**config.mk**
```make
export PLATFORM = sky130hd
export DESIGN_NAME = ras
export DESIGN_NICKNAME = d
export VERILOG_FILES = /design/src/rtl/core_types_pkg.sv /design/src/rtl/ras.sv
export SDC_FILE = /design/constraint.sdc
export NUM_CORES = 1
export LEC_CHECK = 0
export CORE_MARGIN = 8
export CORE_UTILIZATION = 35
export CTS_CLUSTER_DIAMETER = 80
export CTS_CLUSTER_SIZE = 28
export DETAILED_ROUTE_END_ITERATION = 16
export HOLD_SLACK_MARGIN = 0.03
export PLACE_DENSITY = 0.56
export SLEW_MARGIN = 20
export SYNTH_ARGS = -nofsm -noshare
export SYNTH_HDL_FRONTEND = slang
export SYNTH_SLANG_ARGS = --single-unit
```
**constraint.sdc**
```tcl
create_clock -name CLK -period 2.73 [get_ports CLK]
set_clock_uncertainty 0.2 [all_clocks]
set_input_delay 0.6825 -clock CLK [delete_from_list [all_inputs] [get_ports CLK]]
set_output_delay 0.6825 -clock CLK [all_outputs]
set_load 0.05 [all_outputs]
```
**src/rtl/core_types_pkg.sv**
```systemverilog
// Shared front-end predictor types: return address stack sizing and checkpoint field types.
package core_types_pkg;

    localparam int unsigned BTB_TARGET_WIDTH = 12;
    localparam int unsigned RAS_DEPTH        = 8;
    localparam int unsigned RAS_TARGET_WIDTH = BTB_TARGET_WIDTH;
    localparam int unsigned LOG_RAS_DEPTH    = $clog2(RAS_DEPTH);

    typedef logic [LOG_RAS_DEPTH-1:0]    ras_index_t;
    typedef logic [LOG_RAS_DEPTH:0]      ras_count_t;
    typedef logic [RAS_TARGET_WIDTH-1:0] ras_target_t;

    localparam ras_count_t RAS_FULL = ras_count_t'(RAS_DEPTH);

endpackage

```
**src/rtl/ras.sv**
```systemverilog
// Circular return address stack with one-cycle checkpoint restore.
// Define RAS_STATS_EN to add saturating overflow/underflow event counters.
module ras
    import core_types_pkg::*;
(
    input  logic        CLK,
    input  logic        nRST,
    input  logic        push_valid,
    input  ras_target_t push_target,
    input  logic        pop_valid,
    input  logic        restore_valid,
    input  ras_index_t  restore_index,
    input  ras_count_t  restore_count,
    output ras_target_t ret_target_out,
    output logic        ret_valid_out,
    output ras_index_t  index_out,
    output ras_count_t  count_out
`ifdef RAS_STATS_EN
    ,
    output logic [15:0] overflow_count_out,
    output logic [15:0] underflow_count_out
`endif
);

    ras_target_t entry_q [RAS_DEPTH];
    ras_target_t entry_d [RAS_DEPTH];
    ras_index_t  tos_q, tos_d;
    ras_count_t  count_q, count_d;
    ras_index_t  tos_inc, tos_dec;

    assign tos_inc = tos_q + ras_index_t'(1);
    assign tos_dec = tos_q - ras_index_t'(1);

    always_comb begin
        entry_d = entry_q;
        tos_d   = tos_q;
        count_d = count_q;
        if (restore_valid) begin
            tos_d   = restore_index;
            count_d = (restore_count > RAS_FULL) ? RAS_FULL : restore_count;
        end else if (push_valid && pop_valid) begin
            // Return then call: replace the top in place.
            entry_d[tos_q] = push_target;
            if (count_q == '0) begin
                count_d = ras_count_t'(1);
            end
        end else if (push_valid) begin
            tos_d            = tos_inc;
            entry_d[tos_inc] = push_target;
            if (count_q != RAS_FULL) begin
                count_d = count_q + ras_count_t'(1);
            end
        end else if (pop_valid && count_q != '0) begin
            tos_d   = tos_dec;
            count_d = count_q - ras_count_t'(1);
        end
    end

    always_ff @(posedge CLK or negedge nRST) begin
        if (!nRST) begin
            tos_q   <= '0;
            count_q <= '0;
            for (int i = 0; i < RAS_DEPTH; i++) begin
                entry_q[i] <= '0;
            end
        end else begin
            tos_q   <= tos_d;
            count_q <= count_d;
            entry_q <= entry_d;
        end
    end

    assign ret_target_out = entry_q[tos_q];
    assign ret_valid_out  = (count_q != '0);
    assign index_out      = tos_q;
    assign count_out      = count_q;

`ifdef RAS_STATS_EN
    logic [15:0] ovf_q, ovf_d;
    logic [15:0] unf_q, unf_d;

    always_comb begin
        ovf_d = ovf_q;
        unf_d = unf_q;
        if (!restore_valid) begin
            if (push_valid && !pop_valid && count_q == RAS_FULL && ovf_q != 16'hFFFF) begin
                ovf_d = ovf_q + 16'd1;
            end
            if (pop_valid && !push_valid && count_q == '0 && unf_q != 16'hFFFF) begin
                unf_d = unf_q + 16'd1;
            end
        end
    end

    always_ff @(posedge CLK or negedge nRST) begin
        if (!nRST) begin
            ovf_q <= '0;
            unf_q <= '0;
        end else begin
            ovf_q <= ovf_d;
            unf_q <= unf_d;
        end
    end

    assign overflow_count_out  = ovf_q;
    assign underflow_count_out = unf_q;
`endif

endmodule

```
== Yosys cells after proc, flatten, opt, wreduce, memory -nomap -nowiden ==
Cells that the tools add are included.
W data, S select, Z words.

* Output and inout bits: 20
* Input port bits: 24
* Bits in registers: 103
* Logic and storage cells: 60

* Add/subtract/negate cells: 4
* Reduce and logical (&&, ||, !) cells: 12
* Equal/unequal tests: 4
* $lt $le $gt $ge: 5
* Bitwise logic cells: 3
* Multiplexer cells: 22

{| class="wikitable"
|+ Operator list
! kind !! number
|-
| $bwmux W96 || 2
|-
| $mux W96 || 2
|-
| $demux W12 S3 || 2
|-
| $mux W12 || 4
|-
| $bmux W12 S3 || 1
|-
| $mux W4 || 7
|-
| $mux W3 || 4
|-
| $ge A4 B4 Y1 const B || 2
|-
| $lt A4 B1 Y1 const B || 2
|-
| $not A3 Y4 || 2
|-
| $reduce_bool A4 Y1 || 2
|-
| $add A4 B1 Y4 const B || 1
|-
| $gt A4 B4 Y1 const B || 1
|-
| $logic_and A1 B1 Y1 || 4
|-
| $logic_not A4 Y1 || 1
|-
| $ne A4 B1 Y1 const B || 1
|-
| $ne A4 B4 Y1 const B || 1
|-
| $reduce_and A2 Y1 || 2
|-
| $sub A4 B1 Y4 const B || 1
|-
| $add A3 B1 Y3 const B || 1
|-
| $ne A3 B2 Y1 const B || 1
|-
| $reduce_and A3 Y1 || 1
|-
| $reduce_bool A3 Y1 || 1
|-
| $sub A3 B1 Y3 const B || 1
|-
| 3 further kinds || 3
|}

== Logic depth before layout (Yosys ltp) ==
Gate-level depths: netlist (run 1).

* Depth after elaboration: 9
* Mapped depth: 10
* Mapped depth without buffers: 6

== Worst setup path before layout (run 1) ==
OpenSTA, ideal clock, no wires.

* Path type: register to output
* Start: register tos_q[0] (netlist: index_out[0])
* End: output port ret_target_out[0]
* Path slack: -460 ps
* Path buffers: 3
* Arrival: 2307 ps
* Required time: 1847 ps
* Stages on the path, launching flop included: 7
* Path through: dfrtp_1 -> buf_6 -> buf_2 -> buf_4 -> and3_1 -> a31oi_1 -> o221ai_1

* Cells in the longest elaborated chain, start to end: 4

{| class="wikitable"
|+ Ends and longest elaborated chain
! item !! line !! source
|-
| from (decl) || ras.sv:27 || <nowiki>ras_index_t tos_q, tos_d;</nowiki>
|-
| from (signal assigned) || ras.sv:67 || <nowiki>tos_q <= tos_d;</nowiki>
|-
| $not A3 Y4 (not written as such) || ras.sv:73 || <nowiki>assign ret_target_out = entry_q[tos_q];</nowiki>
|-
| $bmux W12 S3 || ras.sv:73 ||
|-
| $mux W12 (not written as such) (2 in series) || ras.sv:73 ||
|-
| to (decl) || ras.sv:14 || <nowiki>output ras_target_t ret_target_out,</nowiki>
|}

Every way passes these cells. The select of a mux whose other input is x is not followed.

== Worst setup path in the final report (run 1) ==
* Start: register tos_q[1] (netlist: index_out[1])
* End: output port ret_target_out[9]

The elaborated chain is that of the path after synthesis.

==> flow_metrics.tcl, run 1 <==
set metrics [dict create \
    status "complete, but fails checks" \
    violations "setup timing" \
    dr.pass1.iters 4 \
    grt_pass1_vias 4241 \
    grtUsageTotal_pct 17.4 \
    num_vias 4065 \
    dp.cells 665 \
    gp_congestion 0.766 \
    setup_viol 3 \
    synthAdderAreaFrac_pct 1.35 \
    wl_um 15900 \
    min_period_ns 2.76 \
    p_leak_nw 2.75 \
    fin_cells 699 \
    r2r_start "index_out[0]" \
    via_per_inst 5.82 \
    clock_path_buffers 2 \
    hold_violations 0 \
    die_w_um 138 \
    syn-num-nets 460 \
    die_y_um 138 \
    min-delay-path-class "primary input to asynchronous set/reset pin" \
    htreeDepth 3 \
    num_rows 44 \
    synthCells 431 \
    finish.utilization_pct 46.5 \
    post_drt_wl_per_cell_um 22.7 \
    clock_sinks 103 \
    dp_hpwl_um 10100 \
    vdd_drop_max_uv 501 \
    synth_compound_area_share_pct 26.2 \
    synth_top_family_by_area "compound AO/OA/AOI/OAI gates" \
    worst_pin_slew_ns 0.822 \
    area_growth_pct 29.9 \
    cp_data_arrival_time_ns 1.88 \
    drive_gt1_share_pct 33.4 \
    ys.flop_type "dfrtp_1" \
    synth-seq-area-share_pct 49.5 \
    ant_nets 0 \
    maxCapViolCount 0 \
    worstSetupStartpointType "register" \
    synth_xor_area_share_pct 0.505 \
    grt_max_degree 40 \
    synth_mux_area_share_pct 8.34 \
    cts_root_buf "clkbuf_16" \
    worst-path-max-fanout 4 \
    final_nets 539 \
    core_area_mm2 0.0145 \
    netlist_area_mm2 0.00521 \
    max_freq_mhz 362 \
    required_ns 1.85 \
    rsz0062_at_grt "yes" \
    period_share_pct 101 \
    synth_edf_count 0 \
    holdWs_ns 0.0752 \
    crit_start "index_out[1]" \
    ys_ff_latch 103 \
    die_area_mm2 0.0190 \
    ios 44 \
    grt_pass1_wl_um 25000 \
    slew_violations 0 \
    insertion_delay_ns 0.34 \
    synth.avg_cell_area_um2 12.1 \
    grt_overflow 0 \
    num_antenna_cells 0 \
    relSlewSlack_pct 45.2 \
    yosysWarnings 0 \
    path_clk_slew_ns 0.07 \
    powerDensity_mw_per_mm2 1050 \
    async_flop_share_pct 100 \
    worst_slack_ns -0.0307 \
    ys_types 58 \
    criticalPathCategory "register to output pin" \
    synth-simple-area-share_pct 8.39 \
    drc 0 \
    end_kind "output pin" \
    cts_tree "built" \
    drt_iter0_markers 337 \
    io_buffers 43 \
    start_util_pct 35.8 \
    fin_setup_tns_ns -0.0571 \
    numCtsBuffers 9 \
    antenna_found_initial 0 \
]
report_power, final:
group	leakage, nW	total, mW	internal, mW	switching, mW
Sequential	1.29	2.68	2.22	0.468
Combinational	1.32	3.16	1.60	1.56
Clock	0.136	1.24	0.652	0.589
Total	2.75	7.08	4.47	2.61
worst max-delay path: stages, from the launching register on:
cell      delay [ns]
dfrtp_2         0.47
buf_6           0.16
mux2_4          0.30
a221oi_2        0.29
o22ai_2         0.14
buf_12          0.17
cell usage in the layout (no fill, tap or decap), drive strengths merged, types with 2 or more instances in the layout:
| master | netlist | layout |
|---|---|---|
| nor3 | 2 | 2 |
| a31oi | 2 | 2 |
| clkdlybuf4s50 | 0 | 26 |
| nand2 | 30 | 30 |
| buf | 29 | 77 |
| clkbuf | 7 | 12 |
| xnor2 | 2 | 2 |
| mux4 | 8 | 8 |
| o2bb2ai | 101 | 101 |
| a22oi | 6 | 6 |
| a221oi | 7 | 7 |
| and2 | 3 | 3 |
| o22ai | 3 | 3 |
| ha | 4 | 4 |
| or4b | 2 | 2 |
| inv | 7 | 8 |
| clkinv | 1 | 4 |
| a211oi | 2 | 2 |
| or4 | 2 | 2 |
| mux2i | 13 | 13 |
| dfrtp | 103 | 103 |
| nand3b | 3 | 3 |
| o21ai | 16 | 16 |
| nand3 | 4 | 4 |
| mux2 | 11 | 11 |
| nor4 | 2 | 2 |
| or3b | 3 | 3 |
| a21oi | 16 | 16 |
| nor2 | 24 | 24 |
Yosys cell counts, drive strengths merged (2+ instances only):
cell type | number | area, um^2
or3b | 3 | 26.3
a211oi | 2 | 15.0
nand3b | 3 | 22.5
inv | 7 | 26.3
mux4 | 8 | 180
ha | 4 | 50.1
nand2 | 30 | 113
dfrtp | 103 | 2580
clkbuf | 7 | 26.3
o2bb2ai | 101 | 922
nor3 | 2 | 10.0
or4 | 2 | 18.8
nor2 | 24 | 103
a21oi | 16 | 106
buf | 29 | 241
or4b | 2 | 27.5
nand3 | 4 | 20.0
o21ai | 16 | 103
mux2 | 11 | 124
a221oi | 7 | 61.3
and2 | 3 | 18.8
a31oi | 2 | 12.5
nor4 | 2 | 25.0
a22oi | 6 | 45.0
o22ai | 3 | 18.8
xnor2 | 2 | 17.5
mux2i | 13 | 130
through the flow:
stage / setup WS (ns) / total power [mW] / area [um^2]
after floorplan: -0.00913 / 4.54 / 5280
after global placement: -0.183 / 5.52 / 6130
after detailed placement: -0.194 / 5.58 / 6130
after CTS: -0.0394 / 6.98 / 6580
after global routing: -0.0803 / 7.45 / 6760
final: -0.0307 / 7.08 / 6760
per-layer routing:
metal,up-vias,track usage (%),part of all wire [%]
li1,1824,-,-
met5,-,0,0
met3,19,4.96,6.5
met4,0,4.36,1.7
met2,135,27.7,47
met1,2087,23.0,44
flip-flops by register name, indices dropped and copies added, names as in the netlist:
name / count
entry_q: 96
index_out: 3
count_out: 4
repair_timing:
action / in CTS / in global routing
gates resized for setup: 26 / 21
setup endpoints to repair: 12 / 18
buffers inserted: 7 / 10
hold buffers: 0 / 0
hold endpoints to repair: 0 / 0
pin swaps: 4 / 6
cloned: 0 / 1
cells by family (layout without fill, tap and decap cells):
logic type,after synthesis,count (layout)
and+or+nand+nor,82,82
adders and majority gates,5,5
muxes,32,32
AOI/OAI and AO/OA,162,162
DFF,103,103
xor gates and xnor gates,3,3
buffers and inverters,44,128
path summary, 6_finish.rpt:
kind                                     endpoint  slack, ns  cells past startpoint
worst max-delay path            ret_target_out[9]      -0.03                      5
worst min-delay path                  entry_q[67]       0.08                      1
worst max register to register        entry_q[59]       0.17                      8
worst min register to register        entry_q[24]       0.29                      1
max in group asynchronous             entry_q[21]       1.60                      2
min in group CLK                      entry_q[24]       0.29                      1
cell type report:
type,count,area (um^2)
Clock buffer,11,243
Clock inverter,5,42.5
Fill cell,1337,7770
Inverter,8,35.0
Multi-Input combinational cell,284,2490
Sequential cell,103,2580
Tap cell,184,230
Timing Repair Buffer,104,1140
Note: power is estimated with default switching activity, not from simulation.
==> inputs of run 2 (changes only) <==
--- a/config.mk
+++ b/config.mk
@@ -12,6 +12,7 @@
 export DETAILED_ROUTE_END_ITERATION = 16
 export HOLD_SLACK_MARGIN = 0.03
 export PLACE_DENSITY = 0.56
+export SKIP_LAST_GASP = 1
 export SLEW_MARGIN = 20
 export SYNTH_ARGS = -nofsm -noshare
 export SYNTH_HDL_FRONTEND = slang
==> run 2 against run 1 <==
The flow still finishes with violations (setup timing). Register-to-register slack better by 0.02 ns. Critical endpoint is now ret_target_out[4]. Sequential power about the same. Final area is 1.5% lower. Critical path depth unchanged. Die area stayed put. Critical path type unchanged.
==> flow_metrics.tcl, run 2 (synthesized netlist as in run 1, its figures left out) <==
set metrics [dict create \
    status "complete, but fails checks" \
    violations "setup timing" \
    path_clk_slew_ns 0.07 \
    post_drt_wl_per_cell_um 22.2 \
    area_growth_pct 27.9 \
    num_vias 3999 \
    cp_data_arrival_time_ns 1.88 \
    antenna_found_initial 0 \
    cp_slowest_cell "dfrtp_2" \
    rsz0062_at_grt "yes" \
    io_buffers 43 \
    gp_congestion 0.766 \
    grt_max_degree 40 \
    clock_sinks 103 \
    end_kind "output pin" \
    setup_viol 7 \
    drt_iter0_markers 336 \
    worstSetupStartpointType "register" \
    slowest_delay_ns 0.45 \
    dr.pass1.iters 4 \
    ant_nets 0 \
    maxCapViolCount 0 \
    worst_pin_slew_ns 0.802 \
    hold_violations 0 \
    slew_violations 0 \
    holdWs_ns 0.0804 \
    start_util_pct 35.8 \
    cts_tree "built" \
    num_rows 44 \
    final_nets 537 \
    grt_pass1_vias 4221 \
    cts_hold_buf 0 \
    seq_area_mm2 0.00258 \
    r2r_start "index_out[0]" \
    criticalPathCategory "register to output pin" \
    powerDensity_mw_per_mm2 1050 \
    critPathBufInv 2 \
    htreeDepth 3 \
    worst-path-max-fanout 9 \
    numCtsBuffers 9 \
    n_fill_cell 1349 \
    die_area_mm2 0.0190 \
    p_leak_nw 2.71 \
    relSlewSlack_pct 46.5 \
    final_common_cell "dfrtp_1" \
    r2r_cells 7 \
    wl_um 15500 \
    grt_pass1_wl_um 24900 \
    insertion_delay_ns 0.34 \
    vdd_drop_max_uv 501 \
    num_antenna_cells 0 \
    drive_gt1_share_pct 32.4 \
    cts_root_buf "clkbuf_16" \
    clock_path_buffers 2 \
    largest_register_ffs 96 \
    die_w_um 138 \
    worst_slack_ns -0.0329 \
    multi_input_area_mm2 0.00247 \
    top_register "entry_q" \
    dp_hpwl_um 10100 \
    min_period_ns 2.76 \
    drc 0 \
    pre_cts_slack_ns -0.194 \
    core_area_mm2 0.0145 \
    ios 44 \
    crit_chain "buf_8 -> mux2_2 -> a221oi_2 -> o22ai_2 -> buf_12" \
    grt_overflow 0 \
    r2r_slack_ns 0.19 \
    period_share_pct 101 \
    final_cell_mix "100 x dfrtp_1, 95 x o2bb2ai_1, 54 x buf_4" \
    grtUsageTotal_pct 17.4 \
    fin_setup_tns_ns -0.110 \
    via_per_inst 5.74 \
    max_freq_mhz 362 \
    die_y_um 138 \
    min-delay-path-class "primary input to asynchronous set/reset pin" \
    critical_path.top_delay_family "flip-flops" \
    required_ns 1.85 \
    regToRegEndpoint "entry_q[59]" \
]
[run 2: cell count changes in the layout (fill, tap and decap cells not counted), sizes merged]
cell and change:
clkbuf -1, buf -1
[run 2: cell type report]
cell class	count	share of cell area [%]
Timing Repair Buffer	102	15.9
Multi-Input combinational cell	284	37.1
Inverter	8	0.526
Clock inverter	5	0.639
Sequential cell	103	38.8
Clock buffer	11	3.65
Tap cell	184	3.46
[run 2: report_power, final]
group,total (mW),switching (mW),internal [mW]
sequential,2.68,0.463,2.22
clock,1.23,0.582,0.652
combinational,3.05,1.51,1.53
total,6.96,2.56,4.40
[run 2: per-stage QoR]
step           instances  instance area [um^2]  power (mW)  utilization, %
2_1_floorplan        431                  5280        4.54               -
4_1_cts              688                  6550        6.94            45.1
3_5_place_dp         665                  6130        5.58            42.2
5_1_grt              697                  6660        7.34            45.8
3_3_place_gp         665                  6130        5.52            42.2
6_report             697                  6660        6.96            45.8
[run 2: metal layers]
metal	track usage, %	vias to the layer above	wire, um
li1	-	1833	-
met3	4.96	9	1110
met5	0	-	0
met4	4.36	0	172
met2	27.3	113	7290
met1	23.0	2044	6930
[run 2: how the worst max path moves through the flow]
stage                 start            endpoint  cells after the start
2_1_floorplan  index_out[1]         entry_q[28]                     10
3_3_place_gp      pop_valid         entry_q[59]                      6
3_5_place_dp      pop_valid         entry_q[59]                      6
4_1_cts        index_out[0]  ret_target_out[10]                      6
5_1_grt        index_out[0]  ret_target_out[10]                      6
6_report       index_out[1]   ret_target_out[4]                      5
[run 2: repair_timing]
action | CTS | global route
buffers inserted | 7 | 9
pin swaps | 3 | 3
resized for setup | 19 | 9
setup endpoints to repair | 12 | 18
[run 2: worst reg2reg max path: cells and delay by family, from the launching register on]
kind	cells	cell delay (ns)
and+or+nand+nor	2	0.69
AOI/OAI and AO/OA	2	0.50
adders and majority gates	1	0.42
buffers and inverters	2	0.19
DFF	1	0.40
==> inputs of run 3 (changes only) <==
--- a/config.mk
+++ b/config.mk
@@ -13,7 +13,6 @@
 export HOLD_SLACK_MARGIN = 0.03
 export PLACE_DENSITY = 0.56
 export SKIP_LAST_GASP = 1
-export SLEW_MARGIN = 20
 export SYNTH_ARGS = -nofsm -noshare
 export SYNTH_HDL_FRONTEND = slang
 export SYNTH_SLANG_ARGS = --single-unit
==> results of run 3 <==
Final layout, timing and power as in run 2 (identical DEF).
==> edit: new RTL, settings of run 1 <==
Put one more register stage on the output `count_out`. The value now appears one clock later. The other outputs are not delayed to match.
--- a/src/rtl/ras.sv
+++ b/src/rtl/ras.sv
@@ -75,3 +75,5 @@
     assign index_out      = tos_q;
-    assign count_out      = count_q;
+    always_ff @(posedge CLK) begin
+        count_out <= count_q;
+    end
 
Function: changed (Yosys sat finds a counterexample within 4 cycles, from zero or initial values and one cycle with nRST low).
==> edit against run 1 <==
The run still ends with setup timing left. Synthesized cell count down 4.2%. Sequential power up 3%. Via count down 9.6%. Sequential share of layout area up 1.8 points. Power down 2.3%. Setup slack worse by 0.0057 ns. Cell area down 1.4%. Count of clock-buffer cells in the layout unchanged. Critical endpoint is now ret_target_out[2]. Synthesized area up 1.3%. Hold slack worse by 0.00098 ns. Routed wire length down 16%. Sequential cell count up 4. Critical path type unchanged. Fmax down 0.21%.
==> edit: results (changes against run 1) <==
The main combinational cell family by area after synthesis was multiplexers (was compound AO/OA/AOI/OAI gates). The launching element of the worst setup path was index_out[0] (was index_out[1]). The power drawn by the clock network was 1.33 mW (was 1.24 mW). The tools report the maximum ir drop on the vdd rail as 0.493 mV (was 0.501 mV). The final HPWL from detailed placement is 8860 um (was 10100 um), and the first-pass GRT wire length is 22200 um (was 25000 um). The global-route total usage across every layer is 14.4% (was 17.4%), and the per-instance average area after synthesis is 12.8 um^2 (was 12.1 um^2).

The logs give -0.0364 ns (was -0.0307 ns) for the final critical-path setup slack and 50.4% (was 49.5%) for the portion of the post-synthesis area used by sequential elements. The logs give 1375 (was 1337) for the number of inserted filler cells in the final layout and 509 (was 539) for the post-layout net count. The async set or reset register ratio after synthesis is 96.3% (was 100%), and the synthesized-area fraction occupied by adder cells is 1.33% (was 1.35%). The flip-flop and latch power came out at 2.75 mW (was 2.68 mW). The reg-to-reg setup timing slack is 0.07 ns (was 0.17 ns), and the switching power is 2.43 mW (was 2.61 mW). Startpoint of the worst register-to-register path: index_out[1] (was index_out[0]). Violated checks: setup timing (unchanged). The flow ran to the end, but the final reports show violations. The end of the worst register-to-register path was entry_q[47] (was entry_q[59]). The compound-cell area share of the yosys netlist works out to 13.4% (was 26.2%). The final-layout worst hold slack was 0.0742 ns (was 0.0752 ns); the share of post-route cells with drive strength above 1 was 29.3% (was 33.4%). The final number of setup-violating endpoints came out at 10 (was 3).

The run gives 56 (was 58) as the number of distinct standard cells referenced by the synthesized netlist. Top area cells in the synthesized netlist: sky130_fd_sc_hd__dfrtp_1, sky130_fd_sc_hd__mux2_1, sky130_fd_sc_hd__o2bb2ai_1, sky130_fd_sc_hd__mux4_2, sky130_fd_sc_hd__nand2_1 (was sky130_fd_sc_hd__dfrtp_1, sky130_fd_sc_hd__o2bb2ai_1, sky130_fd_sc_hd__mux4_2, sky130_fd_sc_hd__buf_6, sky130_fd_sc_hd__mux2i_1). The tools report the cell count after placement as 649 (was 665).
-- edit: layer usage --
metal | track usage [%] | vias to the layer above | part of all wire (%)
met5 | 0 | - | 0
met4 | 4.04 | 0 | 1.1
met3 | 2.82 | 12 | 3.8
met2 | 23.6 | 72 | 49
met1 | 19.1 | 1901 | 47
li1 | - | 1689 | -
-- edit: layout make-up --
type / count / area share, %
clock buffers: 11 / 3.64
clock inverters: 4 / 0.844
inverters: 8 / 0.507
multi-input cells: 269 / 37.7
flip-flops and latches: 107 / 39.9
well taps: 188 / 3.53
repair buffers: 85 / 13.9
-- edit: what timing repair did --
item                                    CTS  global route
gates cloned                              1             0
endpoints found under the setup margin   12            48
pin swaps                                 3             9
resized for setup                        27            12
buffers inserted                          7             0
